<file path="src/rtl/udcounter_sequencer.sv">
// Initiator-side sequencer for a preset/up-down counter: presets it, counts it down to zero,
// parks it in hold, and cross-checks the counter's carry outputs against a private shadow count.
module udcounter_sequencer #(
  parameter int WIDTH = 8
) (
  input  logic             clk,
  input  logic             reset,
  input  logic             start,
  input  logic [WIDTH-1:0] count_in,
  input  logic             abort,
  output logic [1:0]       ctr_mode,
  output logic [WIDTH-1:0] ctr_preset,
  input  logic             ctr_cout,
  input  logic             ctr_clout,
  output logic             busy,
  output logic             done,
  output logic             aborted,
  output logic             err
);

  typedef enum logic [1:0] {
    IDLE   = 2'd0,
    LOAD   = 2'd1,
    COUNT  = 2'd2,
    FINISH = 2'd3
  } state_t;

  localparam logic [1:0]       MODE_PRESET = 2'b00;
  localparam logic [1:0]       MODE_DOWN   = 2'b01;
  localparam logic [1:0]       MODE_HOLD   = 2'b11;
  localparam logic [WIDTH-1:0] ZERO        = {WIDTH{1'b0}};
  localparam logic [WIDTH-1:0] ONE         = {{(WIDTH-1){1'b0}}, 1'b1};

  state_t           state_r, state_nxt_s;
  logic [WIDTH-1:0] shadow_r, shadow_nxt_s;
  logic [WIDTH-1:0] preset_r, preset_nxt_s;
  logic [1:0]       mode_r, mode_nxt_s;
  logic             primed_r, primed_nxt_s;
  logic             busy_r, busy_nxt_s;
  logic             done_r, done_nxt_s;
  logic             aborted_r, aborted_nxt_s;
  logic             err_r, err_nxt_s;

  // State register
  always_ff @(posedge clk) begin
    if (reset) begin
      state_r <= IDLE;
    end else begin
      state_r <= state_nxt_s;
    end
  end

  // Next-state decode; abort only cancels while the counter is being loaded or counted
  always_comb begin
    state_nxt_s = state_r;
    case (state_r)
      IDLE: begin
        if (start) state_nxt_s = LOAD;
        else       state_nxt_s = IDLE;
      end
      LOAD: begin
        if (abort)                 state_nxt_s = IDLE;
        else if (shadow_r == ZERO) state_nxt_s = FINISH;
        else                       state_nxt_s = COUNT;
      end
      COUNT: begin
        if (abort)                state_nxt_s = IDLE;
        else if (shadow_r == ONE) state_nxt_s = FINISH;
        else                      state_nxt_s = COUNT;
      end
      FINISH:  state_nxt_s = IDLE;
      default: state_nxt_s = IDLE;
    endcase
  end

  // Next values of the registered outputs and the shadow datapath
  always_comb begin
    mode_nxt_s    = mode_r;
    preset_nxt_s  = preset_r;
    shadow_nxt_s  = shadow_r;
    primed_nxt_s  = primed_r;
    busy_nxt_s    = busy_r;
    err_nxt_s     = err_r;
    done_nxt_s    = 1'b0;
    aborted_nxt_s = 1'b0;
    case (state_r)
      IDLE: begin
        if (start) begin
          mode_nxt_s   = MODE_PRESET;
          preset_nxt_s = count_in;
          shadow_nxt_s = count_in;
          busy_nxt_s   = 1'b1;
          err_nxt_s    = 1'b0;
          primed_nxt_s = 1'b0;
        end else begin
          mode_nxt_s = MODE_HOLD;
        end
      end
      LOAD: begin
        if (abort) begin
          mode_nxt_s    = MODE_HOLD;
          busy_nxt_s    = 1'b0;
          aborted_nxt_s = 1'b1;
        end else if (shadow_r == ZERO) begin
          mode_nxt_s = MODE_HOLD;
        end else begin
          mode_nxt_s = MODE_DOWN;
        end
      end
      COUNT: begin
        if (abort) begin
          mode_nxt_s    = MODE_HOLD;
          busy_nxt_s    = 1'b0;
          aborted_nxt_s = 1'b1;
        end else begin
          if (shadow_r != ZERO) shadow_nxt_s = shadow_r - ONE;
          else                  shadow_nxt_s = shadow_r;
          primed_nxt_s = 1'b1;
          // clout is stale on the first edge after a preset, so primed gates the check
          if (primed_r && (ctr_clout != (shadow_r == ONE))) err_nxt_s = 1'b1;
          else                                              err_nxt_s = err_r;
          if (shadow_r == ONE) mode_nxt_s = MODE_HOLD;
          else                 mode_nxt_s = MODE_DOWN;
        end
      end
      FINISH: begin
        mode_nxt_s = MODE_HOLD;
        if ((preset_r != ZERO) && !ctr_cout) err_nxt_s = 1'b1;
        else                                 err_nxt_s = err_r;
        done_nxt_s = 1'b1;
        busy_nxt_s = 1'b0;
      end
      default: begin
        mode_nxt_s = MODE_HOLD;
        busy_nxt_s = 1'b0;
      end
    endcase
  end

  // Output and datapath registers
  always_ff @(posedge clk) begin
    if (reset) begin
      mode_r    <= MODE_HOLD;
      preset_r  <= ZERO;
      shadow_r  <= ZERO;
      primed_r  <= 1'b0;
      busy_r    <= 1'b0;
      done_r    <= 1'b0;
      aborted_r <= 1'b0;
      err_r     <= 1'b0;
    end else begin
      mode_r    <= mode_nxt_s;
      preset_r  <= preset_nxt_s;
      shadow_r  <= shadow_nxt_s;
      primed_r  <= primed_nxt_s;
      busy_r    <= busy_nxt_s;
      done_r    <= done_nxt_s;
      aborted_r <= aborted_nxt_s;
      err_r     <= err_nxt_s;
    end
  end

  assign ctr_mode   = mode_r;
  assign ctr_preset = preset_r;
  assign busy       = busy_r;
  assign done       = done_r;
  assign aborted    = aborted_r;
  assign err        = err_r;

endmodule

</file>
<file path="config.mk">
export PLATFORM = sky130hd
export DESIGN_NAME = udcounter_sequencer
export DESIGN_NICKNAME = d
export VERILOG_FILES = /design/src/rtl/udcounter_sequencer.sv
export SDC_FILE = /design/constraint.sdc
export NUM_CORES = 1
export LEC_CHECK = 0
export BUFFER_PORTS_ARGS = -buffer_cell sky130_fd_sc_hd__buf_2
export CAP_MARGIN = 20
export CORE_AREA = 10 10 74 100
export DETAILED_ROUTE_END_ITERATION = 12
export DIE_AREA = 0 0 84 110
export GPL_ROUTABILITY_DRIVEN = 0
export PLACE_DENSITY = 0.48
export SYNTH_ARGS = -nofsm -noshare
export SYNTH_HDL_FRONTEND = slang
export SYNTH_SLANG_ARGS = --single-unit
</file>
<file path="constraint.sdc">
create_clock -name clk -period 1.97 [get_ports clk]
set_clock_uncertainty 0.15 [all_clocks]
set_input_delay 0.0985 -clock clk [delete_from_list [all_inputs] [get_ports clk]]
set_output_delay 0.0985 -clock clk [all_outputs]
set_load 0.02 [all_outputs]
</file>
==> results by group, run 1 <==
Final layout
  • Area used by multi-input combinational logic: 787 µm²
  • Layout area overhead: 32.6%
  • Share of cells above drive strength 1: 0.282
  • Antenna cell count: 0
  • Final Instance Count excl. Fillers: 277
  • Sequential cell area: 503 µm²
  • Final net count: 231
  • Filler instances: 609
  • Final design area excluding fillers: 0.00179 mm²

Flow run
  • MaxCap Viol Count: 0

Placed design
  • Number of port buffers: 27
  • Half-perimeter wire length after detailed placement: 3280 µm
  • Post-Place Cells: 264
  • Cell area after placement: 0.00163 mm²

Power
  • Clk pwr share: 0.276
  • Cell leakage power: 0.000725 µW
  • Internal Pwr Total: 805 µW
  • Net switching power of the design: 370 µW
  • Share of total power in sequential cells: 0.477
  • Combinational share of power: 0.247
  • Power density cells: 655 mW/mm²
  • Share of total power consumed by net switching: 0.315
  • Maximum VDD drop: 240 µV

STA
  • Final Hold Fails: 0
  • Worst hold margin: 0.0304 ns
  • Remaining max-slew budget at the tightest pin: 0.668
  • Final setup fails: 0
  • Maximum operating frequency: 0.522 GHz
  • Share of the clock period used by the worst path: 0.972
  • Slew Viols, Final: 0
  • Shortest period the worst path allows: 1.91 ns
  • Transition at the pin with the smallest max-transition slack: 0.495 ns
  • RSZ-0062 raised after global routing: false

Logic synthesis
  • Cell type with the highest aggregate area in the netlist: sky130_fd_sc_hd__dfxtp_1
  • Gate count of the mapped netlist: 164
  • Number of flip-flops and latches in the synthesized netlist: 25
  • Sequential fraction of the synthesis area: 0.370
  • Post-synthesis average cell area: 8.24 µm²
  • Area contributors post-synth: sky130_fd_sc_hd__dfxtp_1 37%, sky130_fd_sc_hd__nand2_1 6.9%, sky130_fd_sc_hd__a21oi_1 6.7%
  • Number of warning messages in the yosys log: 0
  • Post-synth top area share: 0.370
  • Net Count, Synth: 185
  • Post-Synthesis Cell Area: 0.00135 mm²
  • Distinct cells, synth: 40

Detailed routing
  • Residual antenna-violating net count after detailed routing: 0
  • Number of DRC violations after detailed-routing iteration 0: 115
  • Total via count after detailed routing: 1362
  • Post-detailed-route wirelength per cell: 15.6 µm
  • First drt pass iteration count: 4
  • Total Wirelength: 4320 µm
  • DRC violations left: 0
  • Detailed-route vias per instance: 4.92

Clock network
  • Clock buffer count from CTS: 3
  • Maximum buffer depth of the clock tree: 2
  • Clock Sink Count: 25
  • Clock transition at path regs: 0.10 ns
  • Total number of H-tree levels: 1
  • CTS tree: yes
  • Clock insertion delay at the later pin of the skew report: 0.28 ns
  • Cell at the root of the clock tree: sky130_fd_sc_hd__clkbuf_8

Setup path
  • Crit Path Category: register to register
  • Crit path required time: 1.98 ns
  • Arrival @ worst endpoint: 1.92 ns
  • Start of the worst register-to-register path: state_r[0]
  • CP endpoint kind: register
  • Critical path peak fanout: 3
  • Setup slack on the worst flop-to-flop path: 0.06 ns
  • Setup crit start kind: register
  • Logic depth of the worst register-to-register path: 6
  • Crit Reg-Reg Endpoint: ctr_mode[1]

Min path
  • Worst hold endpoint: busy
  • Hold path startpoint: start
  • Type of the most critical hold path: primary input to register
  • Number of instances on the worst hold path: 3

Floorplanning
  • Core footprint: 0.00553 mm²
  • Std cell rows: 32
  • Die outline area: 0.00924 mm²
  • I/O pin count: 28
  • Die Span X: 84 µm
  • Vertical extent of the die: 110 µm
  • Initial core utilization: 0.245

Global routing
  • Initial antenna violation count: 0
  • Tot GR Track Use: 0.0929
  • First-pass GRT wire length: 7080 µm
  • Overflow left after global routing: 0
  • Maximum number of pins on one net before global-route repair: 16
  • Vias in the first global route: 1379

Outcome
  • Status: finished clean
-- layout make-up --
| class | instances | share of cell area |
|---|---|---|
| multi-input combinational | 121 | 0.439 |
| sequential | 25 | 0.281 |
| timing repair buffer | 50 | 0.184 |
| tap | 68 | 0.0475 |
| clock buffer | 3 | 0.0230 |
| inverter | 9 | 0.0209 |
| clock inverter | 1 | 0.00419 |
-- critical path: stages (launching register included) --
cell                        delay (ns)
sky130_fd_sc_hd__dfxtp_2          0.34
sky130_fd_sc_hd__inv_1            0.07
sky130_fd_sc_hd__ha_2             0.20
sky130_fd_sc_hd__mux2_2           0.34
sky130_fd_sc_hd__a31o_2           0.25
sky130_fd_sc_hd__a2111oi_2        0.36
sky130_fd_sc_hd__a21oi_1          0.07
-- metal layers --
layer / GRT usage / part of all wire / up-vias
li1: - / - / 693
met1: 0.102 / 0.43 / 640
met2: 0.174 / 0.53 / 27
met3: 0.0198 / 0.036 / 2
met4: 0.0288 / 0.0044 / 0
met5: 0 / 0 / -
-- power by group through the flow --
stage                     registers (µW)  clock network (µW)  logic [µW]
after floorplan                      590                   0         143
after global placement               571                   0         277
after detailed placement             571                   0         274
after CTS                            560                 339         291
after global routing                 565                 362         321
final                                560                 325         290
-- sequential cells by signal, indices dropped and copies added, names as in the netlist --
| name | count |
|---|---|
| primed_r | 1 |
| shadow_r | 8 |
| busy | 1 |
| done | 1 |
| ctr_mode | 2 |
| state_r | 2 |
| ctr_preset | 8 |
| err | 1 |
| aborted | 1 |
-- synth_stat cells (all sizes together) --
| master | n |
|---|---|
| nor4 | 3 |
| nor3 | 4 |
| a211oi | 1 |
| a21oi | 20 |
| o31ai | 3 |
| clkbuf | 4 |
| a31o | 3 |
| nor3b | 1 |
| o2bb2ai | 1 |
| or3 | 2 |
| o21ai | 4 |
| a2111oi | 2 |
| nand2 | 25 |
| a32oi | 1 |
| dfxtp | 25 |
| ha | 7 |
| mux2i | 2 |
| and3 | 3 |
| o2111ai | 1 |
| a22oi | 1 |
| buf | 5 |
| o211ai | 1 |
| and4 | 2 |
| nand4 | 5 |
| mux2 | 1 |
| a31oi | 8 |
| a32o | 1 |
| inv | 9 |
| and2 | 1 |
| nand3 | 5 |
| nor2b | 3 |
| nor2 | 6 |
| o211a | 1 |
| nand2b | 1 |
| or4 | 2 |
-- worst max-delay path by stage --
stage | from | endpoint | slack (ns) | cells after the start
finish | state_r[0] | ctr_mode[1] | 0.06 | 6
CTS | shadow_r[0] | ctr_mode[1] | 0.03 | 6
global route | state_r[1] | ctr_mode[1] | 0.007 | 5
floorplan | shadow_r[0] | ctr_mode[1] | 0.10 | 6
global placement | state_r[0] | ctr_mode[1] | 0.06 | 6
detailed placement | shadow_r[0] | ctr_mode[1] | -0.04 | 6
-- metrics by stage --
step / setup slack, ns / total power, µW / TNS, ns / util
6_report: 0.0559 / 1170 / 0 / 0.324
3_3_place_gp: 0.0609 / 848 / 0 / 0.296
4_1_cts: 0.0278 / 1190 / 0 / 0.322
5_1_grt: 0.00719 / 1250 / 0 / 0.324
3_5_place_dp: -0.0374 / 845 / -0.0374 / 0.296
2_1_floorplan: 0.103 / 733 / 0 / -
-- cell families (layout without fill, tap and decap cells) --
logic type,Yosys count,count (layout),synth area share
compound gates,48,48,0.242
fa+ha+maj,7,7,0.0648
buf+inv,18,63,0.0565
flops,25,25,0.370
mux,3,3,0.0231
simple gates,63,63,0.244
-- what timing repair did --
action | CTS | global route
hold endpoints to repair | 10 | 0
setup buffers | 0 | 0
setup endpoints to repair | 1 | 9
hold buffers | 9 | 0
resized for setup | 2 | 7
cloned | 0 | 0
-- placed cells by master, fill, tap and decap left out, types with 2 or more instances in the layout --
master,instances
sky130_fd_sc_hd__buf_2,27
sky130_fd_sc_hd__nor2_1,6
sky130_fd_sc_hd__nor4_1,2
sky130_fd_sc_hd__or3_1,2
sky130_fd_sc_hd__or4_1,2
sky130_fd_sc_hd__and3_1,3
sky130_fd_sc_hd__buf_4,14
sky130_fd_sc_hd__a21oi_2,2
sky130_fd_sc_hd__dlygate4sd3_1,9
sky130_fd_sc_hd__o31ai_1,3
sky130_fd_sc_hd__nand3_1,5
sky130_fd_sc_hd__nand2_1,24
sky130_fd_sc_hd__mux2i_1,2
sky130_fd_sc_hd__inv_1,8
sky130_fd_sc_hd__a31o_2,2
sky130_fd_sc_hd__and4_1,2
sky130_fd_sc_hd__a21oi_1,18
sky130_fd_sc_hd__clkinvlp_4,2
sky130_fd_sc_hd__dfxtp_1,23
sky130_fd_sc_hd__nand4_1,5
sky130_fd_sc_hd__dfxtp_2,2
sky130_fd_sc_hd__clkbuf_8,3
sky130_fd_sc_hd__nor2b_1,3
sky130_fd_sc_hd__a31oi_1,8
sky130_fd_sc_hd__ha_1,6
sky130_fd_sc_hd__nor3_1,4
sky130_fd_sc_hd__o21ai_1,3
(Power assumes the default switching activity.)
==> run 2, diff against run 1 <==
--- a/config.mk
+++ b/config.mk
@@ -5,11 +5,12 @@
 export SDC_FILE = /design/constraint.sdc
 export NUM_CORES = 1
 export LEC_CHECK = 0
+export ABC_AREA = 1
 export BUFFER_PORTS_ARGS = -buffer_cell sky130_fd_sc_hd__buf_2
 export CAP_MARGIN = 20
-export CORE_AREA = 10 10 74 100
+export CORE_AREA = 10 10 73 99
 export DETAILED_ROUTE_END_ITERATION = 12
-export DIE_AREA = 0 0 84 110
+export DIE_AREA = 0 0 83 109
 export GPL_ROUTABILITY_DRIVEN = 0
 export PLACE_DENSITY = 0.48
 export SYNTH_ARGS = -nofsm -noshare
==> run 2 against run 1 <==
  * Synthesized cell count grew 20%
  * Largest power group unchanged
  * Critical endpoint is now shadow_r[7]
  * Non-clock buffer count shrank 9
  * Fmax grew 7.0%
  * Die area shrank 2.1%
  * Clock-buffer cell count grew 1
  * Sequential power grew 3%
==> results by group, run 2 <==
Outcome
  • Status: finished clean

Detailed routing
  • Number of DRC violations after detailed-routing iteration 0: 85 (-26%)
  • Detailed-route vias per instance: 4.28 (-13%)
  • Total Wirelength: 3670 µm (-15%)
  • Post-detailed-route wirelength per cell: 12.1 µm (-23%)
  • Residual antenna-violating net count after detailed routing: 0 (unchanged)
  • Total via count after detailed routing: 1302 (-4.4%)
  • DRC violations left: 0 (unchanged)
  • First drt pass iteration count: 4 (unchanged)

Clock network
  • Clock transition at path regs: 0.09 ns (about the same)
  • Clock Sink Count: 25 (unchanged)
  • Total number of H-tree levels: 1 (unchanged)
  • Cell at the root of the clock tree: sky130_fd_sc_hd__clkbuf_8
  • Maximum buffer depth of the clock tree: 2 (unchanged)
  • Clock insertion delay at the later pin of the skew report: 0.27 ns (about the same)
  • Clock buffer count from CTS: 3 (unchanged)
  • Setup Fix Bufs, Post-CTS: 0 (unchanged)
  • CTS tree: yes

Setup path
  • Crit Path Category: register to register
  • Arrival @ worst endpoint: 1.85 ns (-0.07 ns)
  • Setup slack on the worst flop-to-flop path: 0.18 ns (+0.12 ns)
  • Crit Reg-Reg Endpoint: shadow_r[7]
  • Critical path peak fanout: 7 (+4)
  • Crit path required time: 2.03 ns (+0.05 ns)
  • Start of the worst register-to-register path: state_r[0]
  • Setup crit start kind: register
  • Origin of the worst setup path: state_r[0]
  • CP endpoint kind: register
  • CP endpoint: shadow_r[7]
  • Logic depth of the worst register-to-register path: 10 (+4)

Power
  • Cell leakage power: 0.000802 µW (+11%)
  • Share of total power consumed by net switching: 0.333 (+0.0186)
  • Clk pwr share: 0.258 (-0.018)
  • Power after layout: 1220 µW (+4.3%)
  • Power density cells: 725 mW/mm² (+11%)
  • Net switching power of the design: 408 µW (+10%)
  • Share of total power in sequential cells: 0.471 (-0.006)
  • Combinational share of power: 0.271 (+0.024)
  • Maximum VDD drop: 241 µV (+0.51%)
  • Internal Pwr Total: 816 µW (+1.5%)

STA
  • Final setup fails: 0 (unchanged)
  • Share of the clock period used by the worst path: 0.908 (-0.0632)
  • RSZ-0062 raised after global routing: false
  • Final Hold Fails: 0 (unchanged)
  • Maximum operating frequency: 0.559 GHz (+7.0%)
  • Transition at the pin with the smallest max-transition slack: 0.374 ns (-0.120 ns)
  • Shortest period the worst path allows: 1.79 ns (-0.124 ns)
  • Remaining max-slew budget at the tightest pin: 0.744 (+0.0761)
  • Fin Setup TNS: 0 ns (unchanged)
  • Slew Viols, Final: 0 (unchanged)

Logic synthesis
  • Gate count of the mapped netlist: 196 (+20%)
  • Area contributors post-synth: sky130_fd_sc_hd__dfxtp_1 38%, sky130_fd_sc_hd__nand2_1 11%, sky130_fd_sc_hd__nor2_1 9.1%
  • Number of warning messages in the yosys log: 0 (unchanged)
  • Leading register cell type out of synthesis: sky130_fd_sc_hd__dfxtp_1
  • Post-synthesis average cell area: 6.73 µm² (-18%)
  • Distinct cells, synth: 25 (-38%)
  • Number of enable-type register cells in the synthesized netlist: 0 (unchanged)
  • Sequential fraction of the synthesis area: 0.379 (+0.00878)
  • Net Count, Synth: 217 (+17%)
  • Number of flip-flops and latches in the synthesized netlist: 25 (unchanged)
  • Most frequent cells after synthesis: 38 x sky130_fd_sc_hd__nand2_1, 32 x sky130_fd_sc_hd__nor2_1, 25 x sky130_fd_sc_hd__dfxtp_1
  • Post-Synthesis Cell Area: 0.00132 mm² (-2.3%)
  • Proportion of register bits with asynchronous set or reset after synthesis: 0 (unchanged)
  • Count leader, synth: sky130_fd_sc_hd__nand2_1
  • Post-synth top area share: 0.379 (+0.00878)
  • Cell type with the highest aggregate area in the netlist: sky130_fd_sc_hd__dfxtp_1

Final layout
  • Leading cell type in the layout, fill and taps excluded: sky130_fd_sc_hd__nand2_1
  • Final net count: 258 (+12%)
  • Share of cells above drive strength 1: 0.182 (-0.100)
  • Layout area overhead: 28.0%
  • Antenna cell count: 0 (unchanged)
  • Most frequent cells in the layout: 37 x sky130_fd_sc_hd__nand2_1, 32 x sky130_fd_sc_hd__nor2_1, 27 x sky130_fd_sc_hd__buf_2, 25 x sky130_fd_sc_hd__dfxtp_1, 23 x sky130_fd_sc_hd__inv_1

Floorplanning
  • Die outline area: 0.00905 mm² (-2.1%)
  • Die Span X: 83 µm (-1.2%)
  • I/O pin count: 28 (unchanged)
  • Vertical extent of the die: 109 µm (-0.91%)
  • Std cell rows: 32 (unchanged)
  • Initial core utilization: 0.242 (-0.00215)
  • Core footprint: 0.00545 mm² (-1.4%)

Placed design
  • Half-perimeter wire length after detailed placement: 2950 µm (-10%)
  • Number of port buffers: 27 (unchanged)

Global routing
  • Maximum number of pins on one net before global-route repair: 15 (-1)
  • Initial antenna violation count: 0 (unchanged)
  • Overflow left after global routing: 0 (unchanged)
  • First-pass GRT wire length: 6000 µm (-15%)
  • Tot GR Track Use: 0.0796 (-0.0133)
  • Vias in the first global route: 1271 (-7.8%)

Min path
  • Type of the most critical hold path: primary input to register
  • Hold path startpoint: start
  • Number of instances on the worst hold path: 3 (unchanged)

Flow run
  • MaxCap Viol Count: 0 (unchanged)
[run 2: logic make-up after synthesis]
group,synth area share
AND/OR/NAND/NOR,0.265
AO/OA/AOI/OAI,0.192
buffers and inverters,0.0967
flip-flops,0.379
adder cells (fa/ha/maj),0.0663
[run 2: per-layer routing]
metal | global-route usage | up-vias | routed length (µm)
li1 | - | 716 | -
met5 | 0 | - | 0
met1 | 0.0893 | 558 | 1650
met2 | 0.145 | 23 | 1840
met4 | 0.0329 | 0 | 58
met3 | 0.0134 | 5 | 130
[run 2: layout make-up]
type	instances	area, µm²
tap	68	85.1
timing repair buffer	41	263
sequential	25	500
multi-input combinational	139	694
inverter	27	101
clock buffer	4	45.0
fill	612	3760
[run 2: what timing repair did]
action                     4_1_cts  5_1_grt
setup endpoints to repair        0        4
hold endpoints to repair        10        0
hold buffers                     9        0
gates resized for setup          0        1
[run 2: worst min path at each step]
stage,to,slack (ns)
after floorplan,state_r[1],0.03
after global routing,busy,0.03
after CTS,busy,0.008
after detailed placement,ctr_preset[2],0.21
after global placement,ctr_preset[3],0.21
final,busy,0.02
[run 2: power groups by stage]
stage          registers, µW  clock network (µW)  logic, µW
2_1_floorplan            614                   0        195
3_3_place_gp             588                   0        324
3_5_place_dp             588                   0        324
4_1_cts                  577                 327        338
5_1_grt                  584                 348        380
6_report                 576                 316        332
[run 2: per-stage QoR]
step | hold WS [ns] | util | worst slack [ns] | instances | cell area, µm²
floorplan | 0.0316 | - | 0.352 | 196 | 1320
global placement | 0.207 | 0.285 | 0.168 | 291 | 1550
detailed placement | 0.207 | 0.285 | 0.134 | 291 | 1550
CTS | 0.00819 | 0.310 | 0.103 | 304 | 1690
global route | 0.0273 | 0.310 | 0.0244 | 304 | 1690
finish | 0.0170 | 0.310 | 0.180 | 304 | 1690
[run 2: worst max-delay path, stage by stage, from the launching register on]
cell and delay (ns):
sky130_fd_sc_hd__dfxtp_1 0.36, sky130_fd_sc_hd__inv_1 0.07, sky130_fd_sc_hd__ha_1 0.24, sky130_fd_sc_hd__inv_1 0.13
sky130_fd_sc_hd__nor2_1 0.09, sky130_fd_sc_hd__a21oi_2 0.17, sky130_fd_sc_hd__nand2_2 0.13, sky130_fd_sc_hd__buf_4 0.18
sky130_fd_sc_hd__nor2_2 0.07, sky130_fd_sc_hd__nand2_1 0.05, sky130_fd_sc_hd__a21oi_1 0.10
==> run 3, diff against run 2 <==
--- a/config.mk
+++ b/config.mk
@@ -12,7 +12,6 @@
 export DETAILED_ROUTE_END_ITERATION = 12
 export DIE_AREA = 0 0 83 109
 export GPL_ROUTABILITY_DRIVEN = 0
-export PLACE_DENSITY = 0.48
 export SYNTH_ARGS = -nofsm -noshare
 export SYNTH_HDL_FRONTEND = slang
 export SYNTH_SLANG_ARGS = --single-unit
==> constraint.sdc (replaced) <==
create_clock -name clk -period 1.97 [get_ports clk]
set_clock_uncertainty 0.15 [all_clocks]
set_input_delay 0.0985 -clock clk [delete_from_list [all_inputs] [get_ports clk]]
set_output_delay 0.0985 -clock clk [all_outputs]
set_load 0.1 [all_outputs]
==> run 3 against run 2 <==
  * Highest routed layer unchanged
  * Largest power group unchanged
  * Fmax is 0.77% higher
  * Sequential power hardly changed
  * Global-route usage is 0.19 points lower
  * Clock power is 3% lower
  * Sequential share of layout area hardly changed
  * Final cell count stayed put
  * Routed wire length is 3.4% lower
  * Critical path depth is 1 lower
  * Sequential cell count stayed put
==> results by group, run 3 (same netlist as run 2, synthesis figures left out) <==
STA
  • Final Hold Fails: 0 (unchanged)
  • Transition at the pin with the smallest max-transition slack: 0.497 ns (+0.123 ns)
  • Fin Setup TNS: 0 ns (unchanged)
  • Maximum operating frequency: 0.563 GHz (+0.77%)
  • RSZ-0062 raised after global routing: false
  • Worst hold margin: 0.0205 ns (+0.00343 ns)
  • Slew Viols, Final: 0 (unchanged)
  • Final setup fails: 0 (unchanged)
  • Remaining max-slew budget at the tightest pin: 0.671 (-0.0731)
  • Shortest period the worst path allows: 1.78 ns (-0.0138 ns)
  • Share of the clock period used by the worst path: 0.901 (-0.00699)

Final layout
  • Final net count: 258 (unchanged)
  • Layout area overhead: 28.2%
  • Leading cell type in the layout, fill and taps excluded: sky130_fd_sc_hd__nand2_1
  • Filler instances: 631 (+3.1%)
  • Antenna cell count: 0 (unchanged)
  • Final design area excluding fillers: 0.00169 mm² (+0.15%)
  • Most frequent cells in the layout: 37 x sky130_fd_sc_hd__nand2_1, 31 x sky130_fd_sc_hd__nor2_1, 27 x sky130_fd_sc_hd__buf_2, 25 x sky130_fd_sc_hd__dfxtp_1, 23 x sky130_fd_sc_hd__inv_1
  • Share of cells above drive strength 1: 0.186 (+0.00424)
  • Final Instance Count excl. Fillers: 304 (unchanged)

Power
  • Maximum VDD drop: 257 µV (+6.6%)
  • Internal Pwr Total: 814 µW (-0.28%)
  • Share of total power consumed by net switching: 0.399 (+0.0651)
  • Share of total power in sequential cells: 0.426 (-0.045)
  • Power after layout: 1350 µW (+11%)
  • Net switching power of the design: 539 µW (+32%)
  • Power density cells: 800 mW/mm² (+10%)
  • Combinational share of power: 0.348 (+0.077)
  • Cell leakage power: 0.000803 µW (about the same)
  • Clk pwr share: 0.227 (-0.031)

Setup path
  • Crit-path slowest cell: sky130_fd_sc_hd__dfxtp_1
  • Number of buffer and inverter stages on the critical path: 3 (unchanged)
  • CP endpoint kind: register
  • Crit Path Category: register to register
  • Cell family with the largest share of critical-path delay: buffers and inverters
  • Crit path required time: 1.97 ns (-0.06 ns)
  • Cell-by-cell trace of the critical path: inv_1 -> ha_1 -> inv_1 -> nor2_2 -> a21oi_2 -> nand2_2 -> buf_4 -> nor2_1 -> a211oi_2
  • Setup crit start kind: register
  • Arrival @ worst endpoint: 1.78 ns (-0.07 ns)
  • CP most frequent cell: sky130_fd_sc_hd__inv_1
  • Critical path peak fanout: 6 (-1)
  • Stage delay of the slowest cell on the critical path: 0.37 ns (about the same)

Clock network
  • Cell at the root of the clock tree: sky130_fd_sc_hd__clkbuf_8
  • Maximum buffer depth of the clock tree: 2 (unchanged)
  • Clock insertion delay at the later pin of the skew report: 0.27 ns (about the same)
  • Clock buffer count from CTS: 3 (unchanged)
  • CTS tree: yes
  • Clock transition at path regs: 0.09 ns (about the same)
  • Total number of H-tree levels: 1 (unchanged)
  • Clock Sink Count: 25 (unchanged)

Floorplanning
  • Std cell rows: 32 (unchanged)
  • Die outline area: 0.00905 mm² (unchanged)
  • I/O pin count: 28 (unchanged)
  • Core footprint: 0.00545 mm² (unchanged)
  • Initial core utilization: 0.242 (unchanged)
  • Vertical extent of the die: 109 µm (unchanged)
  • Die Span X: 83 µm (unchanged)

Global routing
  • Maximum number of pins on one net before global-route repair: 15 (unchanged)
  • Initial antenna violation count: 0 (unchanged)
  • Vias in the first global route: 1335 (+5.0%)
  • Overflow left after global routing: 0 (unchanged)
  • Tot GR Track Use: 0.0776 (-0.00191)
  • First-pass GRT wire length: 6080 µm (+1.2%)

Detailed routing
  • Number of DRC violations after detailed-routing iteration 0: 111 (+31%)
  • Total Wirelength: 3550 µm (-3.4%)
  • DRC violations left: 0 (unchanged)
  • Residual antenna-violating net count after detailed routing: 0 (unchanged)
  • Post-detailed-route wirelength per cell: 11.7 µm (-3.4%)
  • Total via count after detailed routing: 1362 (+4.6%)
  • Detailed-route vias per instance: 4.48 (+4.6%)
  • First drt pass iteration count: 4 (unchanged)

Placed design
  • Half-perimeter wire length after detailed placement: 2820 µm (-4.6%)
  • Cell area after placement: 0.00155 mm² (unchanged)
  • Post-Place Cells: 291 (unchanged)
  • Number of port buffers: 27 (unchanged)

Min path
  • Type of the most critical hold path: primary input to register

Outcome
  • Status: finished clean

Flow run
  • MaxCap Viol Count: 0 (unchanged)
==> run 3: changes by cell type in the layout (fill, tap and decap cells not counted) <==
cell	delta
sky130_fd_sc_hd__nor2_1	-1
sky130_fd_sc_hd__nor2_2	+1
==> run 3: area by class of cell <==
type / instances / area, µm² / share of cell area
multi-input cells: 139 / 697 / 0.412
repair buffers: 41 / 263 / 0.155
clock buffers: 4 / 45.0 / 0.0266
inverters: 27 / 101 / 0.0599
flip-flops and latches: 25 / 500 / 0.296
well taps: 68 / 85.1 / 0.0503
==> run 3: power by group through the flow <==
stage / clock network (µW) / registers (µW) / logic, µW
5_1_grt: 345 / 584 / 519
3_5_place_dp: 0 / 589 / 456
3_3_place_gp: 0 / 588 / 453
4_1_cts: 319 / 577 / 471
2_1_floorplan: 0 / 753 / 195
6_report: 307 / 576 / 471
==> run 3: routing by layer <==
metal / vias to the layer above / track usage / part of all wire
met3: 4 / 0.0119 / 0.041
met2: 23 / 0.148 / 0.52
met4: 0 / 0.0329 / 0.019
met1: 623 / 0.0831 / 0.42
li1: 712 / - / -
met5: - / 0 / 0
==> run 3: worst register-to-register path: cells and delay by family, from the launching register on <==
| family | cells | cell delay, ns |
|---|---|---|
| buffers and inverters | 3 | 0.38 |
| flip-flops | 1 | 0.37 |
| AND/OR/NAND/NOR | 3 | 0.31 |
| adder cells (fa/ha/maj) | 1 | 0.24 |
| AO/OA/AOI/OAI | 2 | 0.20 |
==> run 3: path summary, 6_finish.rpt <==
kind,from,end,slack [ns],cells after the start
setup / recovery,state_r[0],shadow_r[2],0.19,9
hold reg to reg,err,err,0.30,2
hold / removal,reset,done,0.02,2
setup reg to reg,state_r[0],shadow_r[2],0.19,9
==> run 3: stage by stage <==
stage                     setup slack (ns)  utilization
after floorplan                      0.277            -
after global placement               0.211        0.285
after detailed placement             0.147        0.285
after CTS                            0.133        0.310
after global routing                0.0157        0.311
final                                0.194        0.311
==> run 3: repair_timing <==
action	4_1_cts	5_1_grt
hold endpoints to repair	10	0
setup endpoints to repair	0	6
buffers inserted	0	0
hold buffers	9	0
resized for setup	0	2
